### src/rtl/spi_cmd_ctrl.sv
// rtl/spi_cmd_ctrl.sv - SPI command frame to 16-bit register/VRAM bus bridge
// Frame: CMD, ADDR_H, ADDR_L, then 16-bit data words MSB byte first.
module spi_cmd_ctrl #(
  parameter int ACK_TIMEOUT = 255
) (
  input  logic        i_Clk,
  input  logic        i_Rst_L,
  input  logic        i_RX_DV,
  input  logic [7:0]  i_RX_Byte,
  output logic        o_TX_DV,
  output logic [7:0]  o_TX_Byte,
  input  logic        i_SPI_CS_n,
  output logic [15:0] o_Bus_Addr,
  output logic [15:0] o_Bus_WData,
  output logic        o_Bus_Wr,
  output logic        o_Bus_Rd,
  input  logic [15:0] i_Bus_RData,
  input  logic        i_Bus_Ack,
  output logic        o_Err,
  output logic        o_Busy
);
  localparam int CW = $clog2(ACK_TIMEOUT + 1);
  localparam logic [CW-1:0] TMO_LAST = CW'(ACK_TIMEOUT - 1);

  localparam logic [3:0] S_IDLE    = 4'd0;
  localparam logic [3:0] S_CMD     = 4'd1;
  localparam logic [3:0] S_ADDR_H  = 4'd2;
  localparam logic [3:0] S_ADDR_L  = 4'd3;
  localparam logic [3:0] S_WR_H    = 4'd4;
  localparam logic [3:0] S_WR_L    = 4'd5;
  localparam logic [3:0] S_BUS_WR  = 4'd6;
  localparam logic [3:0] S_RD_REQ  = 4'd7;
  localparam logic [3:0] S_TX_H    = 4'd8;
  localparam logic [3:0] S_TX_L    = 4'd9;
  localparam logic [3:0] S_DISCARD = 4'd10;

  logic          cs_meta_q, cs_sync_q, cs_prev_q;
  logic [3:0]    state_q, state_d;
  logic [15:0]   addr_q, addr_d;
  logic [15:0]   wdata_q, wdata_d;
  logic [7:0]    rdata_lo_q, rdata_lo_d;
  logic          auto_inc_q, auto_inc_d;
  logic          rd_mode_q, rd_mode_d;
  logic          tx_dv_q, tx_dv_d;
  logic [7:0]    tx_byte_q, tx_byte_d;
  logic          wr_q, wr_d;
  logic          rd_q, rd_d;
  logic          err_q, err_d;
  logic [CW-1:0] cnt_q, cnt_d;
  logic          end_pend_q, end_pend_d;

  logic        frame_start, frame_end, bus_state, timed_out, bus_done, ending;
  logic [15:0] addr_inc;

  assign frame_start = cs_prev_q & ~cs_sync_q;
  assign frame_end   = ~cs_prev_q & cs_sync_q;
  assign bus_state   = (state_q == S_BUS_WR) || (state_q == S_RD_REQ);
  assign timed_out   = bus_state && !i_Bus_Ack && (cnt_q == TMO_LAST);
  assign bus_done    = bus_state && (i_Bus_Ack || timed_out);
  // A frame that ends mid-access still completes the access, then stops silently.
  assign ending      = end_pend_q || frame_end;
  assign addr_inc    = addr_q + (auto_inc_q ? 16'd1 : 16'd0);

  always_comb begin
    state_d    = state_q;
    addr_d     = addr_q;
    wdata_d    = wdata_q;
    rdata_lo_d = rdata_lo_q;
    auto_inc_d = auto_inc_q;
    rd_mode_d  = rd_mode_q;
    tx_dv_d    = 1'b0;
    tx_byte_d  = tx_byte_q;
    wr_d       = wr_q;
    rd_d       = rd_q;
    err_d      = err_q;
    cnt_d      = cnt_q;
    end_pend_d = end_pend_q;

    if (frame_end && !bus_state && state_q != S_IDLE) begin
      state_d = S_IDLE;
    end else begin
      case (state_q)
        S_IDLE: if (frame_start) begin
          state_d    = S_CMD;
          err_d      = 1'b0;
          end_pend_d = 1'b0;
          tx_dv_d    = 1'b1;
          tx_byte_d  = 8'hA5;
        end
        S_CMD: if (i_RX_DV) begin
          if (i_RX_Byte[5:0] != 6'd0) begin
            err_d   = 1'b1;
            state_d = S_DISCARD;
          end else begin
            rd_mode_d  = i_RX_Byte[7];
            auto_inc_d = i_RX_Byte[6];
            state_d    = S_ADDR_H;
          end
        end
        S_ADDR_H: if (i_RX_DV) begin
          addr_d[15:8] = i_RX_Byte;
          state_d      = S_ADDR_L;
        end
        S_ADDR_L: if (i_RX_DV) begin
          addr_d[7:0] = i_RX_Byte;
          if (rd_mode_q) begin
            state_d = S_RD_REQ;
            rd_d    = 1'b1;
            cnt_d   = '0;
          end else begin
            state_d = S_WR_H;
          end
        end
        S_WR_H: if (i_RX_DV) begin
          wdata_d[15:8] = i_RX_Byte;
          state_d       = S_WR_L;
        end
        S_WR_L: if (i_RX_DV) begin
          wdata_d[7:0] = i_RX_Byte;
          state_d      = S_BUS_WR;
          wr_d         = 1'b1;
          cnt_d        = '0;
        end
        S_BUS_WR: begin
          if (frame_end) end_pend_d = 1'b1;
          if (bus_done) begin
            wr_d   = 1'b0;
            addr_d = addr_inc;
            if (timed_out) err_d = 1'b1;
            if (ending) begin
              state_d = S_IDLE;
            end else if (i_Bus_Ack && i_RX_DV) begin
              err_d   = 1'b1;
              state_d = S_DISCARD;
            end else begin
              state_d = S_WR_H;
            end
          end else begin
            cnt_d = cnt_q + CW'(1);
          end
        end
        S_RD_REQ: begin
          if (frame_end) end_pend_d = 1'b1;
          if (bus_done) begin
            rd_d = 1'b0;
            if (timed_out) err_d = 1'b1;
            if (ending) begin
              state_d = S_IDLE;
            end else if (i_Bus_Ack && i_RX_DV) begin
              err_d   = 1'b1;
              state_d = S_DISCARD;
            end else begin
              rdata_lo_d = timed_out ? 8'hFF : i_Bus_RData[7:0];
              tx_byte_d  = timed_out ? 8'hFF : i_Bus_RData[15:8];
              tx_dv_d    = 1'b1;
              state_d    = S_TX_H;
            end
          end else begin
            cnt_d = cnt_q + CW'(1);
          end
        end
        S_TX_H: if (i_RX_DV) begin
          tx_dv_d   = 1'b1;
          tx_byte_d = rdata_lo_q;
          state_d   = S_TX_L;
        end
        S_TX_L: if (i_RX_DV) begin
          addr_d  = addr_inc;
          state_d = S_RD_REQ;
          rd_d    = 1'b1;
          cnt_d   = '0;
        end
        S_DISCARD: ;
        default: state_d = S_IDLE;
      endcase
    end
  end

  always_ff @(posedge i_Clk or negedge i_Rst_L) begin
    if (!i_Rst_L) begin
      cs_meta_q  <= 1'b1;
      cs_sync_q  <= 1'b1;
      cs_prev_q  <= 1'b1;
      state_q    <= S_IDLE;
      addr_q     <= 16'h0000;
      wdata_q    <= 16'h0000;
      rdata_lo_q <= 8'h00;
      auto_inc_q <= 1'b0;
      rd_mode_q  <= 1'b0;
      tx_dv_q    <= 1'b0;
      tx_byte_q  <= 8'h00;
      wr_q       <= 1'b0;
      rd_q       <= 1'b0;
      err_q      <= 1'b0;
      cnt_q      <= '0;
      end_pend_q <= 1'b0;
    end else begin
      cs_meta_q  <= i_SPI_CS_n;
      cs_sync_q  <= cs_meta_q;
      cs_prev_q  <= cs_sync_q;
      state_q    <= state_d;
      addr_q     <= addr_d;
      wdata_q    <= wdata_d;
      rdata_lo_q <= rdata_lo_d;
      auto_inc_q <= auto_inc_d;
      rd_mode_q  <= rd_mode_d;
      tx_dv_q    <= tx_dv_d;
      tx_byte_q  <= tx_byte_d;
      wr_q       <= wr_d;
      rd_q       <= rd_d;
      err_q      <= err_d;
      cnt_q      <= cnt_d;
      end_pend_q <= end_pend_d;
    end
  end

  assign o_TX_DV     = tx_dv_q;
  assign o_TX_Byte   = tx_byte_q;
  assign o_Bus_Addr  = addr_q;
  assign o_Bus_WData = wdata_q;
  assign o_Bus_Wr    = wr_q;
  assign o_Bus_Rd    = rd_q;
  assign o_Err       = err_q;
  assign o_Busy      = (state_q != S_IDLE);
endmodule

### config.mk
export PLATFORM = sky130hd
export DESIGN_NAME = spi_cmd_ctrl
export DESIGN_NICKNAME = d
export VERILOG_FILES = /design/src/rtl/spi_cmd_ctrl.sv
export SDC_FILE = /design/constraint.sdc
export NUM_CORES = 1
export LEC_CHECK = 0
export ABC_AREA = 1
export ABC_CLOCK_PERIOD_IN_PS = 2300
export BUFFER_PORTS_ARGS = -buffer_cell sky130_fd_sc_hd__buf_2
export CORE_MARGIN = 3
export CORE_UTILIZATION = 58
export CTS_BUF_LIST = sky130_fd_sc_hd__clkbuf_2
export CTS_CLUSTER_SIZE = 10
export DETAILED_ROUTE_END_ITERATION = 7
export PLACE_DENSITY = 0.9
export SYNTH_ARGS = -nofsm -noshare
export SYNTH_HDL_FRONTEND = slang
export SYNTH_SLANG_ARGS = --single-unit
### constraint.sdc
create_clock -name i_Clk -period 2.3 [get_ports i_Clk]
set_input_delay 0.46 -clock i_Clk [delete_from_list [all_inputs] [get_ports i_Clk]]
set_output_delay 0.46 -clock i_Clk [all_outputs]
set_load 0.005 [all_outputs]
Word-level counts from Yosys, hierarchy flattened. Cells that the tools add are included.

Register bits after elaboration: 70. Bits of input ports: 29. Output and inout port bits: 45. Logic and storage cells: 164.

Add/subtract/negate cells: 2. Equal/unequal tests: 39. Mux-type cells: 60. Bitwise logic cells: 8. Reduce and logical (&&, ||, !) cells: 37.

Operator list (count): 8-bit 2-to-1 mux (12); 8-bit case mux with 3 select lines (4); 4-bit 2-to-1 mux (15); 4-bit case mux with 11 select lines (1); 16-bit 2-to-1 mux (2); 2-bit inequality test (second input constant) (15); 3-bit inequality test (second input constant) (8); 1-bit 2-to-1 mux (19); 6-bit AND reduction (3); 3-bit nonzero test (6); 16-bit by 1-bit adder with 16-bit output (1); 4-bit by 3-bit == test with 1-bit output (second input constant) (4); 5-bit AND reduction (3); 4-bit == test (second input constant) (3); 4-bit AND reduction (3); 11-bit AND reduction (1); 1-bit case mux with 3 select lines (3); 8-bit by 1-bit adder with 8-bit output (second input constant) (1); 4-bit by 2-bit == test with 1-bit output (second input constant) (2); 8-bit == test (second input constant) (1); 7-bit AND reduction (1); 1-bit logical AND (6); 2-bit by 1-bit inequality test with 1-bit output (second input constant) (3); 3-bit by 2-bit inequality test with 1-bit output (second input constant) (2); other kinds (13) (27).

Depth between registers and ports, before layout.
Word-level depth: 9. Mapped depth: 13. Depth with buffers taken out: 13.

Worst setup path before layout. OpenSTA, ideal clock, no wires.

Kind: register -> register. Start point: register state_q[0]. End point: register tx_byte_q[0] (netlist: o_TX_Byte[0]). Library setup time: 117 ps. Arrival time: 1538 ps. Required time: 2183 ps. Setup slack: 645 ps. Cell stages (with the launch flop): 10. Path buffers: 1. Clock period less this slack: 1655 ps. Cells stage by stage: dfrtp_1 > buf_2 > nor2_2 > nand2_2 > nand3_2 > nand2_1 > nor2_4 > nand2_2 > nand2_1 > nand2_1.

Elaborated cells on any way between the ends: 26. Classes of those cells: eq/ne: 8; mux: 5; bitwise: 1; reduce/logical: 12.

RTL lines: from (decl) (line 38) `logic [3:0] state_q, state_d;`; from (signal assigned) (line 201) `state_q <= state_d;`; 4-bit nonzero test; via o_Busy (line 20) `output logic o_Busy`; 1-bit logical AND (line 79) `if (frame_end && !bus_state && state_q != S_IDLE) begin`; 1-bit inverter (no source line); 7-bit AND reduction (no source line); to (signal assigned) (line 208) `tx_byte_q <= tx_byte_d;`; to (decl) (line 45) `logic [7:0] tx_byte_q, tx_byte_d;`.

The timed path passes the listed nets, and every way through them passes these cells. The select of a mux whose other input is x is not followed. A chain may end at the register's enable or synchronous reset.

Worst setup path after layout.
Start point: register state_q[0]. End point: output o_Busy.

Longest elaborated chain between the ends: 1.

RTL lines: 4-bit nonzero test (line 224) `assign o_Busy = (state_q != S_IDLE);`; to (decl) (line 20).

No other way between the ends.

==> impl_metrics.env <==
export IMPL_outcome="complete, no violations"
export IMPL_cts_tree="built"
export IMPL_slew_violations=0
export IMPL_area_growth_pct=15.9
export IMPL_final_layout_size_suffix_gt1_share_pct=18.9
export IMPL_setup_tns_ns=0
export IMPL_grt_util_met1_pct=38.2
export IMPL_die_x_um=88.0
export IMPL_p_per_area_nw_per_um2=1080
export IMPL_root_buffer="clkbuf_2"
export IMPL_grt_pass1_vias=3794
export IMPL_timing_final_crit_share_pct=90.3
export IMPL_p_leak_uw=0.00247
export IMPL_dieArea_sq_um=7750
export IMPL_post_cts_buffers=0
export IMPL_coreArea_sq_um=6420
export IMPL_hold_start="i_RX_Byte[2]"
export IMPL_dp_hpwl_um=7700
export IMPL_route_detailed_drc=0
export IMPL_wire_per_inst_um=14.1
export IMPL_htree_levels=3
export IMPL_hold_viol_final=0
export IMPL_synth_cell_types=30
export IMPL_rsz0062_at_grt="no"
export IMPL_critPathLaunchType="register"
export IMPL_hp_class="input port to register"
export IMPL_via_per_inst=5.59
export IMPL_avgSynthCellArea_sq_um=7.08
export IMPL_clkLatencyLatePin_ns=0.52
export IMPL_use_met3_pct=4.52
export IMPL_critical_path_required_ns=1.84
export IMPL_grt_start_max_net_pins=30
export IMPL_drt_pass1_iterations=8
export IMPL_slew_headroom_pct=57.5
export IMPL_diodes=0
export IMPL_hold_end="o_Bus_WData[10]$_DFFE_PN0P_"
export IMPL_drt_iter0_drc=476
export IMPL_nNetsFinal=667
export IMPL_overflow=0
export IMPL_syn_area_sq_um=3900
export IMPL_seq_area_frac_synth_pct=45.0
export IMPL_die_h_um=88.0
export IMPL_initial_utilization_pct=60.8
export IMPL_postSynthCellCount=551
export IMPL_whs_ns=0.208
export IMPL_met2_usage_pct=46.0
export IMPL_ys_warn_count=0
export IMPL_final_common_cell="nand2_1"
export IMPL_regToRegEndpoint="cnt_q[4]$_DFFE_PN0P_"
export IMPL_rr_startpoint="state_q[0]$_DFFE_PN0P_"
export IMPL_vdd_ir_drop_max_mv=0.609
export IMPL_holdPathStages=3
export IMPL_ff2ff_path_depth=10
export IMPL_grtUsageTotal_pct=28.4
export IMPL_place_inst=698
export IMPL_fmax_ghz=0.482
export IMPL_ff2ff_setup_slack_ns=0.27
export IMPL_ys_async_sr_fraction_pct=100
export IMPL_synth_edf_count=0
export IMPL_crit_type="register to output pin"
export IMPL_grt_pass1_wl_um=17400
export IMPL_power_uw=4870
export IMPL_place_congestion=0.964
export IMPL_portBuffers=73
export IMPL_stdcell_count=716
export IMPL_endpoint_kind="output pin"
export IMPL_clockBufferDepth=2
export IMPL_wl_um=10100
export IMPL_fin_worst_skew_ns=0.0379
export IMPL_clk_pin_slew_ns=0.22
export IMPL_dpl_worst_slack_ns=0.275
export IMPL_ant_nets=0
export IMPL_cp_max_fo=8
export IMPL_antenna_found_initial=0
export IMPL_syn_nets=584
export IMPL_synth_seq_cells=70
export IMPL_min_period_ns=2.08
export IMPL_cts_sink_count=70
export IMPL_final_cell_mix="214 x nand2_1, 73 x buf_2, 67 x dfrtp_1"
export IMPL_layout_setup_ws_ns=0.223
export IMPL_top_usage_layer="met2"
export IMPL_cts_made_buffers=9
export IMPL_num_vias=3999
export IMPL_pin_count=74
export IMPL_ys_flop_type="dfrtp_1"
export IMPL_cap_violations=0
export IMPL_row_count=29
export IMPL_setup_violations=0
export IMPL_worst_pin_slew_ns=0.637
export IMPL_critPathArrivalTime_ns=1.62
==> metal layers <==
layer / vias up / wire length, um
met5: - / 0
met2: 186 / 4750
met1: 1849 / 4400
met3: 31 / 674
met4: 0 / 284
li1: 1933 / -
==> repair_timing <==
item                                    4_1_cts  5_1_grt
resized for setup                             0        1
hold buffers                                  1        1
endpoints found under the setup margin        0        9
endpoints found under the hold margin        22        1
==> cell type report <==
cell class                      instances  area (sq um)
Multi-Input combinational cell        419          1910
Fill cell                             517          1900
Sequential cell                        70          1760
Timing Repair Buffer                   82           450
Inverter                               52           195
Tap cell                               77          96.3
Clock inverter                          7          72.6
Clock buffer                            9          45.0
==> flip-flops by register name, indices dropped and copies added (netlist names), 4 cells and up <==
name,count
o_Bus_WData,16
o_Bus_Addr,16
state_q,4
o_TX_Byte,8
rdata_lo_q,8
cnt_q,8
==> cells by family after synthesis <==
group                    count (synthesis)  synth area share (%)
AND/OR/NAND/NOR                        329                  35.1
AO/OA/AOI/OAI                           80                  11.0
buffers and inverters                   62                  6.25
XOR/XNOR                                 6                  1.35
flip-flops                              70                  45.0
adder cells (fa/ha/maj)                  4                  1.28
==> synthesized netlist by cell type, types with 3 or more instances <==
master	count	area (sq um)
o21ai_1	17	85.1
nand3b_1	3	22.5
dfrtp_1	67	1680
a21oi_1	6	30.0
o31ai_1	4	30.0
xor2_1	4	35.0
buf_2	6	30.0
ha_1	4	50.1
nand2_2	5	31.3
nor2_1	48	180
dfstp_2	3	78.8
nand2_1	214	803
o21ai_0	45	225
nand3_1	37	185
nand4_1	7	43.8
clkbuf_1	3	11.3
inv_1	45	169
nor2_2	5	31.3
nor3_1	5	25.0
inv_2	7	26.3
==> through the flow <==
step | cell area [sq um] | util (%)
2_1_floorplan | 3900 | -
3_3_place_gp | 4380 | 68.2
3_5_place_dp | 4380 | 68.2
4_1_cts | 4510 | 70.2
5_1_grt | 4520 | 70.4
6_report | 4520 | 70.4
==> critical path: stages (launching register included) <==
cell	delay, ns
dfrtp_1	0.51
nor2_2	0.31
nand2_2	0.15
buf_2	0.16
==> report_power, final <==
part	total (uW)	switching (uW)	internal (uW)
clock network	725	470	255
registers	1970	352	1620
logic	2170	1350	815
total	4870	2170	2690
==> how the worst max path moves through the flow <==
stage / slack, ns / from / to
CTS: 0.21 / state_q[3]$_DFFE_PN0P_ / o_TX_Byte[7]$_DFFE_PN0P_
global placement: 0.31 / state_q[3]$_DFFE_PN0P_ / o_TX_Byte[7]$_DFFE_PN0P_
finish: 0.22 / state_q[0]$_DFFE_PN0P_ / o_Busy
detailed placement: 0.28 / state_q[3]$_DFFE_PN0P_ / o_TX_Byte[7]$_DFFE_PN0P_
global route: 0.12 / state_q[0]$_DFFE_PN0P_ / cnt_q[7]$_DFFE_PN0P_
floorplan: 0.64 / state_q[0]$_DFFE_PN0P_ / o_TX_Byte[0]$_DFFE_PN0P_
(Power assumes the default switching activity.)
